## src/rtl/alu_if_pkg.sv

```systemverilog
`default_nettype none
// ============================================================================
// Module      : alu_if_pkg
// Description : Shared widths and entry-stage encoding for the ALU operand
//               entry front end.
// Revision    : 1.0 - initial release
// ============================================================================
package alu_if_pkg;

  // Default operand and opcode widths
  localparam int NB_DATA_DEF = 8;
  localparam int NB_OP_DEF   = 6;

  // Entry stage encoding, also exported on o_state for the LEDs
  localparam logic [1:0] ST_OP1   = 2'd0;
  localparam logic [1:0] ST_OP2   = 2'd1;
  localparam logic [1:0] ST_OPR   = 2'd2;
  localparam logic [1:0] ST_ISSUE = 2'd3;

endpackage
`default_nettype wire

```

## src/rtl/btn_debouncer.sv

```systemverilog
`default_nettype none
// ============================================================================
// Module      : btn_debouncer
// Description : Synchronises a raw bouncing pushbutton, debounces it with a
//               stability counter and emits a one-cycle press pulse on each
//               accepted 0->1 transition.
// Revision    : 1.0 - initial release
// ============================================================================
module btn_debouncer #(
  parameter int DB_CYCLES = 1000000,
  parameter int NB_DB_CNT = 20
) (
  input  logic clk,
  input  logic i_reset,
  input  logic i_btn,
  output logic o_level,
  output logic o_press
);

  localparam logic [NB_DB_CNT-1:0] C_CNT_LAST = NB_DB_CNT'(DB_CYCLES - 1);

  logic                 r_sync1;
  logic                 r_sync2;
  logic                 r_level;
  logic [NB_DB_CNT-1:0] r_cnt;
  logic                 r_level_d1;
  logic                 r_level_d2;
  logic                 r_press;

  // Two-flop synchroniser for the asynchronous button input
  always_ff @(posedge clk) begin
    if (i_reset) begin
      r_sync1 <= 1'b0;
      r_sync2 <= 1'b0;
    end else begin
      r_sync1 <= i_btn;
      r_sync2 <= r_sync1;
    end
  end

  // Accept a level change only after DB_CYCLES consecutive differing cycles
  always_ff @(posedge clk) begin
    if (i_reset) begin
      r_level <= 1'b0;
      r_cnt   <= '0;
    end else if (r_sync2 == r_level) begin
      r_cnt <= '0;
    end else if (r_cnt == C_CNT_LAST) begin
      r_level <= ~r_level;
      r_cnt   <= '0;
    end else begin
      r_cnt <= r_cnt + 1'b1;
    end
  end

  // Rising-edge detect on a delayed copy of the level; the two delay stages
  // place the pulse exactly DB_CYCLES+3 cycles after the first raw sample
  always_ff @(posedge clk) begin
    if (i_reset) begin
      r_level_d1 <= 1'b0;
      r_level_d2 <= 1'b0;
      r_press    <= 1'b0;
    end else begin
      r_level_d1 <= r_level;
      r_level_d2 <= r_level_d1;
      r_press    <= r_level_d1 & ~r_level_d2;
    end
  end

  assign o_level = r_level;
  assign o_press = r_press;

endmodule
`default_nettype wire

```

## src/rtl/alu_operand_sequencer.sv

```systemverilog
`default_nettype none
// ============================================================================
// Module      : alu_operand_sequencer
// Description : Operand entry front end. Two debounced buttons (ENTER, BACK)
//               step an entry state machine that captures two signed operands
//               and an opcode from the switches, then offers the completed set
//               downstream over a valid/ready handshake.
// Revision    : 1.0 - initial release
// ============================================================================
module alu_operand_sequencer
  import alu_if_pkg::*;
#(
  parameter int NB_DATA   = NB_DATA_DEF,
  parameter int NB_OP     = NB_OP_DEF,
  parameter int DB_CYCLES = 1000000,
  parameter int NB_DB_CNT = 20
) (
  input  logic               clk,
  input  logic               i_reset,
  input  logic [NB_DATA-1:0] i_switches,
  input  logic               i_btn_enter,
  input  logic               i_btn_back,
  input  logic               i_ready,
  output logic [NB_DATA-1:0] o_operand1,
  output logic [NB_DATA-1:0] o_operand2,
  output logic [NB_OP-1:0]   o_operator,
  output logic               o_valid,
  output logic [1:0]         o_state
);

  logic w_enter;
  logic w_back;
  logic w_unused_enter_level;
  logic w_unused_back_level;

  logic [1:0]         r_state;
  logic [NB_DATA-1:0] r_operand1;
  logic [NB_DATA-1:0] r_operand2;
  logic [NB_OP-1:0]   r_operator;
  logic               r_valid;

  btn_debouncer #(
    .DB_CYCLES (DB_CYCLES),
    .NB_DB_CNT (NB_DB_CNT)
  ) u_db_enter (
    .clk     (clk),
    .i_reset (i_reset),
    .i_btn   (i_btn_enter),
    .o_level (w_unused_enter_level),
    .o_press (w_enter)
  );

  btn_debouncer #(
    .DB_CYCLES (DB_CYCLES),
    .NB_DB_CNT (NB_DB_CNT)
  ) u_db_back (
    .clk     (clk),
    .i_reset (i_reset),
    .i_btn   (i_btn_back),
    .o_level (w_unused_back_level),
    .o_press (w_back)
  );

  // Entry state machine; each captured field updates on the edge the stage
  // advances, and BACK takes priority over ENTER where it has an effect
  always_ff @(posedge clk) begin
    if (i_reset) begin
      r_state    <= ST_OP1;
      r_operand1 <= '0;
      r_operand2 <= '0;
      r_operator <= '0;
      r_valid    <= 1'b0;
    end else begin
      case (r_state)
        ST_OP1: begin
          if (w_enter) begin
            r_operand1 <= i_switches;
            r_state    <= ST_OP2;
          end
        end
        ST_OP2: begin
          if (w_back) begin
            r_state <= ST_OP1;
          end else if (w_enter) begin
            r_operand2 <= i_switches;
            r_state    <= ST_OPR;
          end
        end
        ST_OPR: begin
          if (w_back) begin
            r_state <= ST_OP2;
          end else if (w_enter) begin
            r_operator <= i_switches[NB_OP-1:0];
            r_state    <= ST_ISSUE;
            r_valid    <= 1'b1;
          end
        end
        ST_ISSUE: begin
          // Buttons are ignored here; only the handshake leaves this stage
          if (r_valid && i_ready) begin
            r_state <= ST_OP1;
            r_valid <= 1'b0;
          end
        end
        default: begin
          r_state <= ST_OP1;
          r_valid <= 1'b0;
        end
      endcase
    end
  end

  assign o_operand1 = r_operand1;
  assign o_operand2 = r_operand2;
  assign o_operator = r_operator;
  assign o_valid    = r_valid;
  assign o_state    = r_state;

endmodule
`default_nettype wire
```

## config.mk

```make
export PLATFORM = sky130hd
export DESIGN_NAME = alu_operand_sequencer
export DESIGN_NICKNAME = d
export VERILOG_FILES = /design/src/rtl/alu_if_pkg.sv /design/src/rtl/btn_debouncer.sv /design/src/rtl/alu_operand_sequencer.sv
export SDC_FILE = /design/constraint.sdc
export NUM_CORES = 1
export LEC_CHECK = 0
export CAP_MARGIN = 20
export CORE_MARGIN = 4
export CORE_UTILIZATION = 59
export DETAILED_ROUTE_END_ITERATION = 10
export PLACE_DENSITY = 0.84
export SYNTH_ARGS = -nofsm -noshare
export SYNTH_HDL_FRONTEND = slang
export SYNTH_SLANG_ARGS = --single-unit
export TNS_END_PERCENT = 5
```

## constraint.sdc

```tcl
create_clock -name clk -period 2.9 [get_ports clk]
set_clock_uncertainty 0.05 [all_clocks]
set_input_delay 0.29 -clock clk [delete_from_list [all_inputs] [get_ports clk]]
set_output_delay 0.29 -clock clk [all_outputs]
set_load 0.02 [all_outputs]
```

### Word-level counts from Yosys, hierarchy flattened

Index checks and enable logic that the tools add are counted.

* register bits after elaboration: 77

* add/subtract/negate cells: 2
* equal/unequal tests: 13
* reductions and logical operators: 12
* bitwise logic cells: 9
* muxes and demuxes: 11

Operators with widths (number)
* adder 20 x 1 -> 20 bit (second input constant): 2
* equality test 20 bit (second input constant): 2
* 2-to-1 mux 2 bit: 6
* one-hot mux 2 bit (4 select lines): 1
* AND reduction 4 bit: 2
* inverter 1 bit: 7
* inequality test 3 x 1 -> 1 bit (second input constant): 2
* AND reduction 2 bit: 3
* AND reduction 3 bit: 2
* OR reduction 3 bit: 2
* equality test 2 bit (second input constant): 2
* inequality test 2 x 1 -> 1 bit (second input constant): 2
* inequality test 2 bit (second input constant): 2
* 2-to-1 mux 1 bit: 3
* bitwise AND 1 bit: 2
* equality test 1 bit: 2
* equality test 2 x 1 -> 1 bit (second input constant): 1
* zero test 2 bit: 1
* one-hot mux 1 bit (2 select lines): 1
* nonzero test 2 bit: 1
* logical AND 1 bit: 1

### Depth between registers and ports, before layout

Gate-level depths: netlist (run 1).

* depth after elaboration: 3
* mapped depth: 6
* gate-level depth less buffers: 5

### Modules after synthesis

From an unflattened synthesis (run 1), not the netlist that was laid out.

* cells, all modules: 335
* area total of the unflattened synthesis: 3140.5 um2

By module, submodules not included
* btn_debouncer: cells each 118, times used 2, seq. area each 520.5 um2, area each 1102.3 um2
* alu_operand_sequencer: cells each 99, times used 1, seq. area each 500.5 um2, area each 935.9 um2

### Least setup slack after synthesis (run 1)

No wires, ideal clock.

* path kind: reg2reg
* from: reg u_db_enter.r_cnt[0]
* to: reg u_db_enter.r_cnt[14]
* data required time: 2.780 ns
* period minus slack after synthesis: 1.568 ns
* library setup time: 0.070 ns
* data arrival time: 1.448 ns
* path slack: 1.332 ns
* buffers on the path: 0
* cell stages (with the launch flop): 5
* cells stage by stage: dfxtp_1 > ha_1 > nand2_2 > or4_1 > a21oi_1

* longest elaborated chain between the ends: 2

RTL lines
* start, declared: RTL line btn_debouncer.sv:25 `logic [NB_DB_CNT-1:0] r_cnt;`
* start signal, assigned: RTL line btn_debouncer.sv:52 `r_cnt <= r_cnt + 1'b1;`
* parallel branches: the longest is 2 deep, another holds adder 20 x 1 -> 20 bit

Several ways; the timed one is not identified.
A chain may end at the register's enable or synchronous reset.

### Worst setup path after layout (run 1)

* from: reg u_db_enter.r_cnt[2]
* to: reg u_db_enter.r_cnt[19]

The elaborated chain is that of the path after synthesis.

==> results.sh, run 1 <==
export IMPL_status="finished, final reports clean"
export IMPL_synth_edff_count=0
export IMPL_end_kind="flip-flop"
export IMPL_seq_area_frac_synth_pct=48.95
export IMPL_grt_setup_unrepaired="no"
export IMPL_mappedNetlistNets=358
export IMPL_cts_tree="built"
export IMPL_relSlewSlack_pct=60.75
export IMPL_worst_hold_slack_ns=0.3471
export IMPL_nFillCells=372
export IMPL_drive_above_1_share_pct=8.205
export IMPL_seqCellArea_um2=1541
export IMPL_min_period_ns=1.845
export IMPL_slew_viol_final=0
export IMPL_drt_first_iter_violations=145
export IMPL_wl_per_cell_um=13.61
export IMPL_cp_arrival_ns=2.07
export IMPL_hold_viol=0
export IMPL_reg2reg_depth=4
export IMPL_numPortBuffers=37
export IMPL_cts_root_buf="clkbuf_8"
export IMPL_vdd_drop_max_uv=390.4
export IMPL_antenna_found_initial=0
export IMPL_holdPathStages=1
export IMPL_yosysWarnings=0
export IMPL_netlist_area_leader_share_pct=48.95
export IMPL_cts_resized=0
export IMPL_grt_overflow=0
export IMPL_cts_buffers=9
export IMPL_rows=26
export IMPL_hold_buffers=0
export IMPL_cts_buffer_depth=2
export IMPL_fin_crit_sh_pct=63.62
export IMPL_fin_ws_ns=1.055
export IMPL_crit_fanout=6
export IMPL_die_area_um2=6571
export IMPL_n_antenna_cell=0
export IMPL_die_w_um=81.06
export IMPL_clk_pin_slew_ns=0.08
export IMPL_worstSetupPathType="reg -> reg"
export IMPL_crit_required_ns=3.12
export IMPL_h_tree_depth=3
export IMPL_final_cell_mix="77 x dfxtp_1, 50 x nor2_1, 37 x clkdlybuf4s50_1, 25 x nand2_1, 21 x a21oi_1"
export IMPL_tightest_slew_ns=0.5882
export IMPL_synth_area_leader_cell="dfxtp_1"
export IMPL_gp_congestion=0.8326
export IMPL_grt_max_degree=21
export IMPL_vias=2571
export IMPL_core_area_um2=5140
export IMPL_dieHeight_um=81.06
export IMPL_cts_setup_buffers=0
export IMPL_startpoint_type="flip-flop"
export IMPL_synth_seq_cells=77
export IMPL_power_per_cell_area_nw_per_um2=541.0
export IMPL_final_common_cell="dfxtp_1"
export IMPL_fmax_mhz=542.0
export IMPL_place_ws_ns=1.073
export IMPL_nets=400
export IMPL_insertion_delay_ns=0.35
export IMPL_syn_to_final_growth_pct=21.89
export IMPL_multi_input_area_um2=1516
export IMPL_start_util_pct=61.27
export IMPL_setup_viol=0
export IMPL_grt_pass1_wl_mm=10.51
export IMPL_synth_cells=343
export IMPL_ant_nets=0
export IMPL_drc=0
export IMPL_synthTopCellsByArea="dfxtp_1 49%, nor2_1 6.0%, xnor2_1 4.7%, mux2i_1 4.4%, a21oi_1 3.3%"
export IMPL_vias_per_cell=5.589
export IMPL_grt_pass1_vias=2408
export IMPL_track_usage_pct=20.74
export IMPL_netlist_area_um2=3149
export IMPL_async_flop_share_pct=0
export IMPL_placedCellCount=444
export IMPL_hold_path_class="reg -> reg"
export IMPL_setup_tns_final_ns=0
export IMPL_drtPass1Iterations=4
export IMPL_wirelength_mm=6.259
export IMPL_io_pins=38
export IMPL_drv_cap=0
export IMPL_clkSinkCount=77
export IMPL_syn_area_per_cell_um2=9.182
export IMPL_final_cells=460
export IMPL_power_leakage_nw=1.208
export IMPL_hpwlAfterDp_mm=4.240
export IMPL_ys_types=43
export IMPL_synth_top_flop_cell="dfxtp_1"
final timing paths:
kind                            slack [ns]                 start              endpoint
worst max register to register        1.05   u_db_enter.r_cnt[2]  u_db_enter.r_cnt[19]
worst max-delay path                  1.05   u_db_enter.r_cnt[2]  u_db_enter.r_cnt[19]
worst min register to register        0.35  u_db_back.r_level_d2     u_db_back.o_press
worst min-delay path                  0.35  u_db_back.r_level_d2     u_db_back.o_press
metal layers:
metal,up-vias,wire length (um),global-route usage [%]
met3,23,283,3.880
met5,-,0,0
met2,67,2991,33.74
li1,1282,-,-
met1,1199,2793,25.14
met4,0,191,13.18
cell type report:
type | instances | area share (%)
Clock buffer | 10 | 3.585
Clock inverter | 6 | 2.868
Inverter | 10 | 0.9778
Multi-Input combinational cell | 245 | 39.50
Sequential cell | 77 | 40.16
Tap cell | 70 | 2.282
Timing Repair Buffer | 42 | 10.63
state kept, by name, indices dropped and copies added (netlist names), 2 cells and up:
register / cells
u_db_back.r_cnt: 20
o_operator: 6
o_operand2: 8
o_state: 2
u_db_enter.r_cnt: 20
o_operand1: 8
critical path: stages (launching register included):
cell and delay (ns):
dfxtp_1 0.42, and4_1 0.39, nand3_1 0.26, or4_1 0.48, a21oi_1 0.18
logic make-up (layout without fill, tap and decap cells):
kind of cell    after synthesis  after routing  synth area share (%)
xor+xnor                     28             28                 7.787
mux                          14             14                 4.450
simple gates                161            161                 27.89
buf+inv                      21             68                 2.900
fa+ha+maj                     2              2                0.7945
compound gates               40             40                 7.231
flops                        77             77                 48.95
stage by stage:
stage	utilization (%)	area (um2)	power [W]
global route	74.68	3839	0.002141
finish	74.68	3839	0.002077
detailed placement	69.86	3591	0.001127
CTS	74.68	3839	0.002085
global placement	69.86	3591	0.001126
floorplan	-	3149	0.001102
report_power, final:
group          internal (W)  switching, W  total (W)
logic             0.0000208     0.0000193  0.0000401
registers           0.00106    0.00000221    0.00106
clock network      0.000593      0.000382   0.000975
synthesized netlist by cell type, drive strengths merged (3+ instances only):
| library cell | instances |
|---|---|
| nand4 | 12 |
| nor4 | 8 |
| clkbuf | 6 |
| o21ai | 9 |
| mux2i | 14 |
| and4 | 4 |
| dfxtp | 77 |
| xnor2 | 17 |
| nor3b | 3 |
| nand4b | 3 |
| nand2 | 26 |
| and3 | 3 |
| nor3 | 5 |
| o31ai | 5 |
| nand3 | 17 |
| nor2b | 13 |
| inv | 10 |
| or4 | 7 |
| buf | 5 |
| xor2 | 11 |
| a21oi | 21 |
| nor2 | 51 |
Power figures use the tool's default switching activity.
==> inputs of run 2 (changes only) <==
Settings changed: CORE_UTILIZATION 59 to 55, PLACE_DENSITY 0.84 to 0.79.
Clock period 2.9 ns to 1.7 ns, I/O delays scaled along.
==> run 2 against run 1 <==
Clock power grew 56%. Non-clock buffer count rose by 16. Sequential power increased by 71%. First-iteration DRC count decreased by 17%. Final cell count rose by 3.9%. Power rose by 64%. Critical endpoint is now u_db_back.r_cnt[19].
==> results.sh, run 2 (synthesis results as in run 1) <==
export IMPL_reg2reg_depth=4
export IMPL_holdCritStartpoint="u_db_enter.r_level_d2"
export IMPL_crit_chain="nand4_1, or4_1, o21ai_0, a21oi_1"
export IMPL_power_total_w=0.003400
export IMPL_cts_buffer_depth=2
export IMPL_nFillCells=417
export IMPL_ant_nets=0
export IMPL_dieHeight_um=83.67
export IMPL_crit_path_max_incr_delay_ns=0.58
export IMPL_cpLargestDelayFamily="simple AND/OR/NAND/NOR gates"
export IMPL_vias=2619
export IMPL_grt_overflow=0
export IMPL_h_tree_depth=3
export IMPL_reg2reg_to="u_db_back.r_cnt[19]"
export IMPL_core_area_um2=5540
export IMPL_hold_path_class="reg -> reg"
export IMPL_wl_per_cell_um=13.53
export IMPL_gp_congestion=0.8689
export IMPL_vias_per_cell=5.479
export IMPL_drc=0
export IMPL_drt_first_iter_violations=120
export IMPL_use_met1_pct=22.90
export IMPL_power_per_cell_area_nw_per_um2=854.1
export IMPL_final_cells=478
export IMPL_grt_pass1_wl_mm=11.07
export IMPL_cts_root_buf="clkbuf_8"
export IMPL_die_w_um=83.67
export IMPL_antenna_found_initial=0
export IMPL_grt_util_met2_pct=32.68
export IMPL_nets=416
export IMPL_fin_crit_sh_pct=97.83
export IMPL_power_frac_seq_pct=53.2
export IMPL_n_antenna_cell=0
export IMPL_insertion_delay_ns=0.33
export IMPL_die_area_um2=7001
export IMPL_multi_input_area_um2=1543
export IMPL_final_cell_mix="76 x dfxtp_1, 50 x nor2_1, 36 x clkdlybuf4s50_1, 25 x nand2_1, 21 x a21oi_1"
export IMPL_crit_required_ns=1.88
export IMPL_cts_setup_buffers=0
export IMPL_rows=27
export IMPL_startpoint_type="flip-flop"
export IMPL_wirelength_mm=6.465
export IMPL_p_clk_share_pct=44.6
export IMPL_top_usage_layer="met2"
export IMPL_power_leakage_nw=1.324
export IMPL_crit_fanout=6
export IMPL_netSwitchingFraction_pct=21.01
export IMPL_cts_resized=0
export IMPL_fmax_mhz=601.3
export IMPL_relSlewSlack_pct=77.27
export IMPL_start_util_pct=56.84
export IMPL_min_period_ns=1.663
export IMPL_hold_buffers=0
export IMPL_cts_buffers=9
export IMPL_grt_pass1_vias=2474
export IMPL_slowest_stage="or4_1"
export IMPL_top_regs="u_db_back.r_cnt: 20 flops, u_db_enter.r_cnt: 20 flops"
export IMPL_worstSetupPathType="reg -> reg"
export IMPL_dpl_instance_area_um2=3726
export IMPL_fin_util_pct=71.86
export IMPL_final_area_um2=3981
export IMPL_grt_max_degree=22
export IMPL_holdPathEnd="u_db_enter.o_press"
export IMPL_drtPass1Iterations=4
export IMPL_io_pins=38
export IMPL_placedCellCount=462
export IMPL_internal_power_w=0.002686
export IMPL_track_usage_pct=18.77
export IMPL_clk_pin_slew_ns=0.08
export IMPL_syn_to_final_growth_pct=26.42
export IMPL_tightest_slew_ns=0.3378
export IMPL_hpwlAfterDp_mm=4.433
export IMPL_status="finished, final reports clean"
export IMPL_drv_cap=0
export IMPL_final_common_cell="dfxtp_1"
export IMPL_slew_viol_final=0
export IMPL_grtUsageMet3_pct=3.850
export IMPL_setup_viol=0
export IMPL_hold_viol=0
export IMPL_p_comb_share_pct=2.1
export IMPL_power_switching_w=0.0007144
export IMPL_end_kind="flip-flop"
export IMPL_clkSinkCount=77
export IMPL_seqCellArea_um2=1543
export IMPL_ff2ff_setup_slack_ns=0.04
export IMPL_worst_hold_slack_ns=0.3505
export IMPL_path_buf_inv=0
export IMPL_vdd_drop_max_uv=600.9
export IMPL_cp_arrival_ns=1.84
export IMPL_holdPathStages=1
export IMPL_numPortBuffers=37
export IMPL_cts_tree="built"
export IMPL_timing_rr_start="u_db_back.r_cnt[8]"
export IMPL_drive_above_1_share_pct=13.05
## run 2: layout make-up
class	count	share of cell area, %
multi-input cells	245	38.75
inverters	10	0.9428
repair buffers	58	13.73
clock buffers	10	3.206
flip-flops and latches	77	38.75
clock inverters	6	2.357
well taps	72	2.263
## run 2: stage by stage
step / setup TNS [ns] / worst slack, ns
final: 0 / 0.03686
after global routing: -0.1558 / -0.05107
after CTS: 0 / 0.04468
after detailed placement: 0 / 0.06618
after global placement: 0 / 0.1241
after floorplan: 0 / 0.1321
## run 2: power by group through the flow
stage	sequential [W]	clock (W)	combinational (W)
CTS	0.00181	0.00154	0.0000723
floorplan	0.00185	0	0.0000263
finish	0.00181	0.00152	0.0000722
global route	0.00181	0.00163	0.0000792
global placement	0.00185	0	0.0000718
detailed placement	0.00185	0	0.0000718
## run 2: worst max-delay path by stage
stage	startpoint	to	slack [ns]	cells after the start
2_1_floorplan	u_db_enter.r_cnt[0]	u_db_enter.r_cnt[14]	0.13	4
3_3_place_gp	u_db_enter.r_cnt[5]	u_db_enter.r_cnt[18]	0.12	4
3_5_place_dp	u_db_enter.r_cnt[5]	u_db_enter.r_cnt[19]	0.07	4
4_1_cts	u_db_enter.r_cnt[5]	u_db_enter.r_cnt[19]	0.04	4
5_1_grt	u_db_back.r_cnt[8]	u_db_back.r_cnt[19]	-0.05	4
6_report	u_db_back.r_cnt[8]	u_db_back.r_cnt[19]	0.04	4
## run 2: layer usage
metal / part of all wire [%] / up-vias
met4: 0.68 / 0
met3: 3.3 / 6
met2: 52 / 38
met1: 44 / 1262
met5: 0 / -
li1: - / 1313
==> inputs of run 3 (changes only) <==
Settings changed: SKIP_CTS_REPAIR_TIMING set to 1.
==> results of run 3 <==
The final DEF is identical to that of run 2; final timing and power are the same.
==> patch 1 (flow settings as in run 3) <==
`NB_DB_CNT` is set to 20 in 2 places; all go to 30.
--- a/src/rtl/btn_debouncer.sv
+++ b/src/rtl/btn_debouncer.sv
@@ -10,3 +10,3 @@
   parameter int DB_CYCLES = 1000000,
-  parameter int NB_DB_CNT = 20
+  parameter int NB_DB_CNT = 30
 ) (
--- a/src/rtl/alu_operand_sequencer.sv
+++ b/src/rtl/alu_operand_sequencer.sv
@@ -15,3 +15,3 @@
   parameter int DB_CYCLES = 1000000,
-  parameter int NB_DB_CNT = 20
+  parameter int NB_DB_CNT = 30
 ) (
Check against the original RTL: same outputs for any inputs over 10 cycles, from zero or initial values and one cycle with i_reset high; that may be too few to reach the edited logic, so the function may still have changed.
==> patch 1 against run 3 <==
The flow now finishes with violations (setup timing). Core utilization up 5.4 points. Sequential cell count up 20. Routed wire length up 63%. Synthesized area up 32%. Final area up 41%. Combinational power up 16%. Setup slack worse by 370 ps. Total power up 12%.
==> patch 1: results (changes against run 3) <==
Outcome:
- The run finished, with violations left.
- The checks that failed: setup timing.

Layout:
- The final-stage net count came to 604 (+45%).

Routing:
- The via density per instance was 5.77 (+5.2%).
- The highest signal layer in the routed design is met4.
- The met2 layer wire length in the routed design is 5250 um (+56%).
- The total via count in the routed design was 3996 (+53%).
- The met1 wire length is 4560 um (+60%).
- The routed wire length is 10500 um (+63%).
- The count of routing violations after the opening detailed-route iteration came to 230 (+92%).

Timing:
- The worst slew margin relative to its limit is 70.6% (-6.7 points).
- The setup violation total in the final timing report is 60 (+60).
- The least setup slack across all paths after layout is -337 ps (-373 ps).

Setup path:
- The top fanout value on the critical path was 8 (+2).
- The maximum single-stage delay on the critical path came to 600 ps (+20 ps).
- The endpoint arrival time on the critical path is 2290 ps (+450 ps).
- The worst-path cell with the longest stage delay is or4_4.

Placement:
- The post-detailed-placement half-perimeter wirelength is 7330 um (+65%).
- The total placed cells including tap cells came to 675 (+46%).
- The final weighted congestion in routability-driven placement was 0.868 (-0.16%).

Yosys:
- The area share of fa/ha/maj cells after synthesis is 0.600% (-0.19 points).
- The number of instances in the synthesized netlist is 475 (+38%).
- The post-synthesis net count is 490 (+37%).
- The synthesized-area fraction occupied by ao, oa, aoi and oai cells came to 11.6% (+4.4 points).
- After synthesis, the cell types taking the most area are dfxtp_1 47%, a21oi_1 5.2%, nor2_1 4.1%.
- The area share of xor/xnor cells in the synthesized design is 5.04% (-2.7 points).
- The distinct cell type count of the synthesized netlist was 38 (-12%).
- Counting instances in the post-synthesis netlist gives the leading cell types as 97 x dfxtp_1, 45 x nor2_1, 43 x a21oi_1.
- The multiplexer area fraction after synthesis came to 4.11% (-0.34 points).
- The register area share after synthesis came to 46.6% (-2.4 points).

Clock network:
- The clock input transition at the sequential cells of the worst setup and hold paths is 100 ps (+20 ps).
- The number of clock buffers inserted by TritonCTS is 9 (unchanged).
- The clock insertion delay at the later pin of the skew report was 360 ps (+30 ps).

GRT:
- The number of global-route vias before repair was 3803 (+54%).
- The met3 track demand over resource in global routing is 3.95% (+0.096 points).
- The global-route wire length before repair came to 16700 um (+51%).
- The met2 layer usage reported by global route is 39.6% (+6.9 points).
- The overall global routing resource usage was 23.0% (+4.2 points).
- The fraction of met1 tracks used by global routing is 28.2% (+5.3 points).

Worst hold path:
- The tightest min-delay check is of the in -> reg type.

Power:
- The static power due to leakage is 1.92 nW (+45%).
- The worst IR drop on VDD came to 0.551 mV (-8.3%).
==> patch 1: cell count changes after synthesis, sizes merged, moves of 13 or more <==
cell and delta:
a21oi +22, dfxtp +20, o31ai +16, or4 +16, nand2 +14, or3 +13
==> patch 1: worst paths after layout <==
check | startpoint | to | slack, ps | depth (start not counted)
worst max-delay path | u_db_enter.r_cnt[14] | u_db_enter.r_cnt[25] | -340 | 5
worst max register to register | u_db_enter.r_cnt[14] | u_db_enter.r_cnt[25] | -340 | 5
worst min register to register | u_db_enter.r_level_d2 | u_db_enter.o_press | 340 | 1
worst min-delay path | i_btn_back | u_db_back.r_sync1 | 320 | 2
==> patch 1: cells by family after synthesis <==
family,after synthesis
compound gates,83
mux,17
fa+ha+maj,2
buf+inv,31
flops,97
xor+xnor,24
simple gates,221
==> patch 1: where the power goes <==
group,internal [mW],switching (mW)
Clock,0.561,0.875
Sequential,2.28,0.00246
Combinational,0.0419,0.0419
Total,2.88,0.919
==> patch 1: final cells by class <==
| type | count | area (sq um) |
|---|---|---|
| tap | 99 | 124 |
| timing repair buffer | 125 | 1110 |
| multi-input combinational | 347 | 2220 |
| clock inverter | 7 | 60.1 |
| clock buffer | 9 | 124 |
| sequential | 97 | 1970 |
| inverter | 9 | 33.8 |
| fill | 481 | 1660 |
==> patch 1: stage by stage <==
step           area (sq um)  hold WS, ps  setup slack, ps  TNS (ps)
3_3_place_gp           5280          322             -160     -5210
2_1_floorplan          4210          201             -152     -4890
4_1_cts                5470          310             -321     -8260
6_report               5630          322             -337     -4560
3_5_place_dp           5280          325             -242     -6820
5_1_grt                5630          319             -361     -9390
==> patch 2 (settings of run 3) <==
Without the edit above. Register the inputs `i_switches`, `i_btn_enter` and `i_btn_back` before use, cleared by the reset. The logic sees them one clock later. The other inputs are not delayed to match.
--- a/src/rtl/alu_operand_sequencer.sv
+++ b/src/rtl/alu_operand_sequencer.sv
@@ -30,2 +30,18 @@
 
+  logic [NB_DATA-1:0] i_switches_q;
+  logic i_btn_enter_q;
+  logic i_btn_back_q;
+
+  always_ff @(posedge clk) begin
+    if (i_reset) begin
+      i_switches_q  <= '0;
+      i_btn_enter_q <= '0;
+      i_btn_back_q  <= '0;
+    end else begin
+      i_switches_q  <= i_switches;
+      i_btn_enter_q <= i_btn_enter;
+      i_btn_back_q  <= i_btn_back;
+    end
+  end
+
   logic w_enter;
@@ -47,3 +63,3 @@
     .i_reset (i_reset),
-    .i_btn   (i_btn_enter),
+    .i_btn   (i_btn_enter_q),
     .o_level (w_unused_enter_level),
@@ -58,3 +74,3 @@
     .i_reset (i_reset),
-    .i_btn   (i_btn_back),
+    .i_btn   (i_btn_back_q),
     .o_level (w_unused_back_level),
@@ -76,3 +92,3 @@
           if (w_enter) begin
-            r_operand1 <= i_switches;
+            r_operand1 <= i_switches_q;
             r_state    <= ST_OP2;
@@ -84,3 +100,3 @@
           end else if (w_enter) begin
-            r_operand2 <= i_switches;
+            r_operand2 <= i_switches_q;
             r_state    <= ST_OPR;
@@ -92,3 +108,3 @@
           end else if (w_enter) begin
-            r_operator <= i_switches[NB_OP-1:0];
+            r_operator <= i_switches_q[NB_OP-1:0];
             r_state    <= ST_ISSUE;
Check against the original RTL: same outputs for any inputs over 10 cycles, from zero or initial values and one cycle with i_reset high; that may be too few to reach the edited logic, so the function may still have changed.
==> patch 2 against run 3 <==
Cell count grew 11%. Worst hold slack lost 45 ps. Sequential cell count grew 10. Total power grew 1.6%. Synthesized area grew 7.4%. Highest routed layer unchanged. Maximum frequency shrank 15%. Setup slack lost 290 ps. Core utilization grew 4.4 points. Final area grew 14%. Routed wire length grew 12%. The run now ends with setup timing left. Critical endpoint is now u_db_back.r_cnt[6].
==> patch 2: results (changes against run 3) <==
Yosys:
- The distinct cell type count of the synthesized netlist is 40 (-7.0%).
- The area share of xor/xnor cells in the synthesized design is 6.22% (-1.6 points).
- The multiplexer area fraction after synthesis is 6.51% (+2.1 points).
- The register area share after synthesis is 51.5% (+2.6 points).
- In the post-synthesis netlist, the biggest area contributors are dfxtp_1 51%, mux2i_1 6.5%, nor2_1 6.4%.
- The mean post-synth cell area came to 9.37 sq um (+2.0%).
- The synthesized-area fraction occupied by ao, oa, aoi and oai cells is 6.25% (-0.98 points).
- The count of warnings emitted by yosys is 0 (unchanged).
- The area share of fa/ha/maj cells after synthesis is 0.740% (-0.055 points).
- By count the netlist is led by 87 x dfxtp_1, 58 x nor2_1, 22 x mux2i_1.
- The post-synthesis net count is 376 (+5.0%).
- The share of synthesized flip-flops with an asynchronous set or reset is 0% (unchanged).

Power:
- The static power due to leakage is 1.54 nW (+16%).
- The worst IR drop on VDD is 0.578 mV (-3.7%).

Clock network:
- The clock insertion delay at the later pin of the skew report came to 360 ps (+30 ps).
- The depth of the CTS H-tree is 3 (unchanged).
- Clock-pin slew was measured on the worst setup and hold paths at 90 ps.
- The number of clock buffers inserted by TritonCTS is 9 (unchanged).
- The root buffer cell chosen for the clock tree is clkbuf_8.
- The buffer depth of the longest clock path was 2 (unchanged).

Layout:
- The final-stage net count is 465 (+12%).
- The number of antenna repair diodes is 0 (unchanged).
- The fraction of final layout cells with drive strength greater than 1 was 27.5% (+14 points).
- In the final layout, the registers with the most flip-flops are u_db_back.r_cnt x20, u_db_enter.r_cnt x20.

Placement:
- The port buffer count came to 37 (unchanged).
- The final weighted congestion in routability-driven placement is 0.822 (-5.4%).
- The post-place instance area was 4250 sq um (+14%).
- The post-detailed-placement half-perimeter wirelength is 4990 um (+13%).
- The total placed cells including tap cells is 512 (+11%).

Worst hold path:
- The startpoint identified for the worst hold timing path is i_switches[7].
- The min-delay analysis places its worst path in the category in -> reg.

Routing:
- The total via count in the routed design is 2792 (+6.6%).
- The average wire per cell in the routed design is 13.6 um (+0.65%).
- The count of routing violations after the opening detailed-route iteration came to 110 (-8.3%).
- The via density per instance came to 5.27 (-3.9%).
- The count of TritonRoute iterations in the first routing pass is 4 (unchanged).

GRT:
- The overall global routing resource usage is 20.0% (+1.2 points).
- The number of global-route vias before repair was 2713 (+9.7%).
- The maximum number of pins on one net before global-route repair is 22 (unchanged).
- The global-route wire length before repair came to 11900 um (+7.5%).
- The initial antenna violation count was 0 (unchanged).

Timing:
- The setup violation total in the final timing report is 24 (+24).
- The least setup slack across all paths after layout came to -257 ps (-294 ps).
- The worst slew margin relative to its limit is 75.1% (-2.1 points).

Setup path:
- Tracing the worst setup path back leads to its startpoint at u_db_back.r_cnt[13].
- The startpoint identified for the worst register-to-register timing path is u_db_back.r_cnt[13].
- The endpoint arrival time on the critical path is 2150 ps (+310 ps).
- The top fanout value on the critical path is 8 (+2).

Outcome:
- The checks that failed: setup timing.
- The flow ran to the end, but the final reports show violations.
-- patch 2: cell count changes in the layout (fill, tap and decap cells not counted), moves of 7 or more --
cell and delta:
mux2i_1 +8, a21oi_1 -7, buf_4 +35, dfxtp_1 -8, dfxtp_2 +16, nand2_1 -14, nor2b_1 +7
-- patch 2: report_power, final --
part,internal (mW),leakage (nW),total (mW),switching (mW)
registers,2.05,0.714,2.06,0.00943
clock network,0.579,0.0972,1.32,0.742
logic,0.0437,0.730,0.0765,0.0328
-- patch 2: path summary, 6_finish.rpt --
check / end / slack, ps / cells past startpoint
min: i_switches_q[7] / 310 / 2
max: u_db_back.r_cnt[6] / -260 / 5
min reg2reg: u_db_back.o_press / 340 / 1
max reg2reg: u_db_back.r_cnt[6] / -260 / 5
-- patch 2: final cells by class --
cell class,instances,area [sq um]
fillers,401,1420
clock buffers,10,138
clock inverters,6,41.3
inverters,13,48.8
multi-input cells,245,1640
flip-flops and latches,87,1770
repair buffers,94,810
well taps,75,93.8
-- patch 2: metal layers --
metal  GRT usage (%)  vias to the layer above  wire length, um
li1                -                     1410                -
met1            24.4                     1328             3200
met2            34.2                       43             3640
met3            3.33                       11              241
met4            9.77                        0              137
met5               0                        -                0
-- patch 2: worst max-delay path, stage by stage (launching register included) --
cell,delay [ps]
dfxtp_2,330
or4bb_1,510
or4_4,520
o21ai_4,230
buf_6,160
nor2_1,50
-- patch 2: metrics by stage --
| step | TNS [ps] | hold slack [ps] |
|---|---|---|
| global placement | -4190 | 322 |
| global route | -6320 | 302 |
| detailed placement | -5510 | 332 |
| floorplan | -3830 | 248 |
| finish | -5460 | 305 |
| CTS | -6520 | 291 |
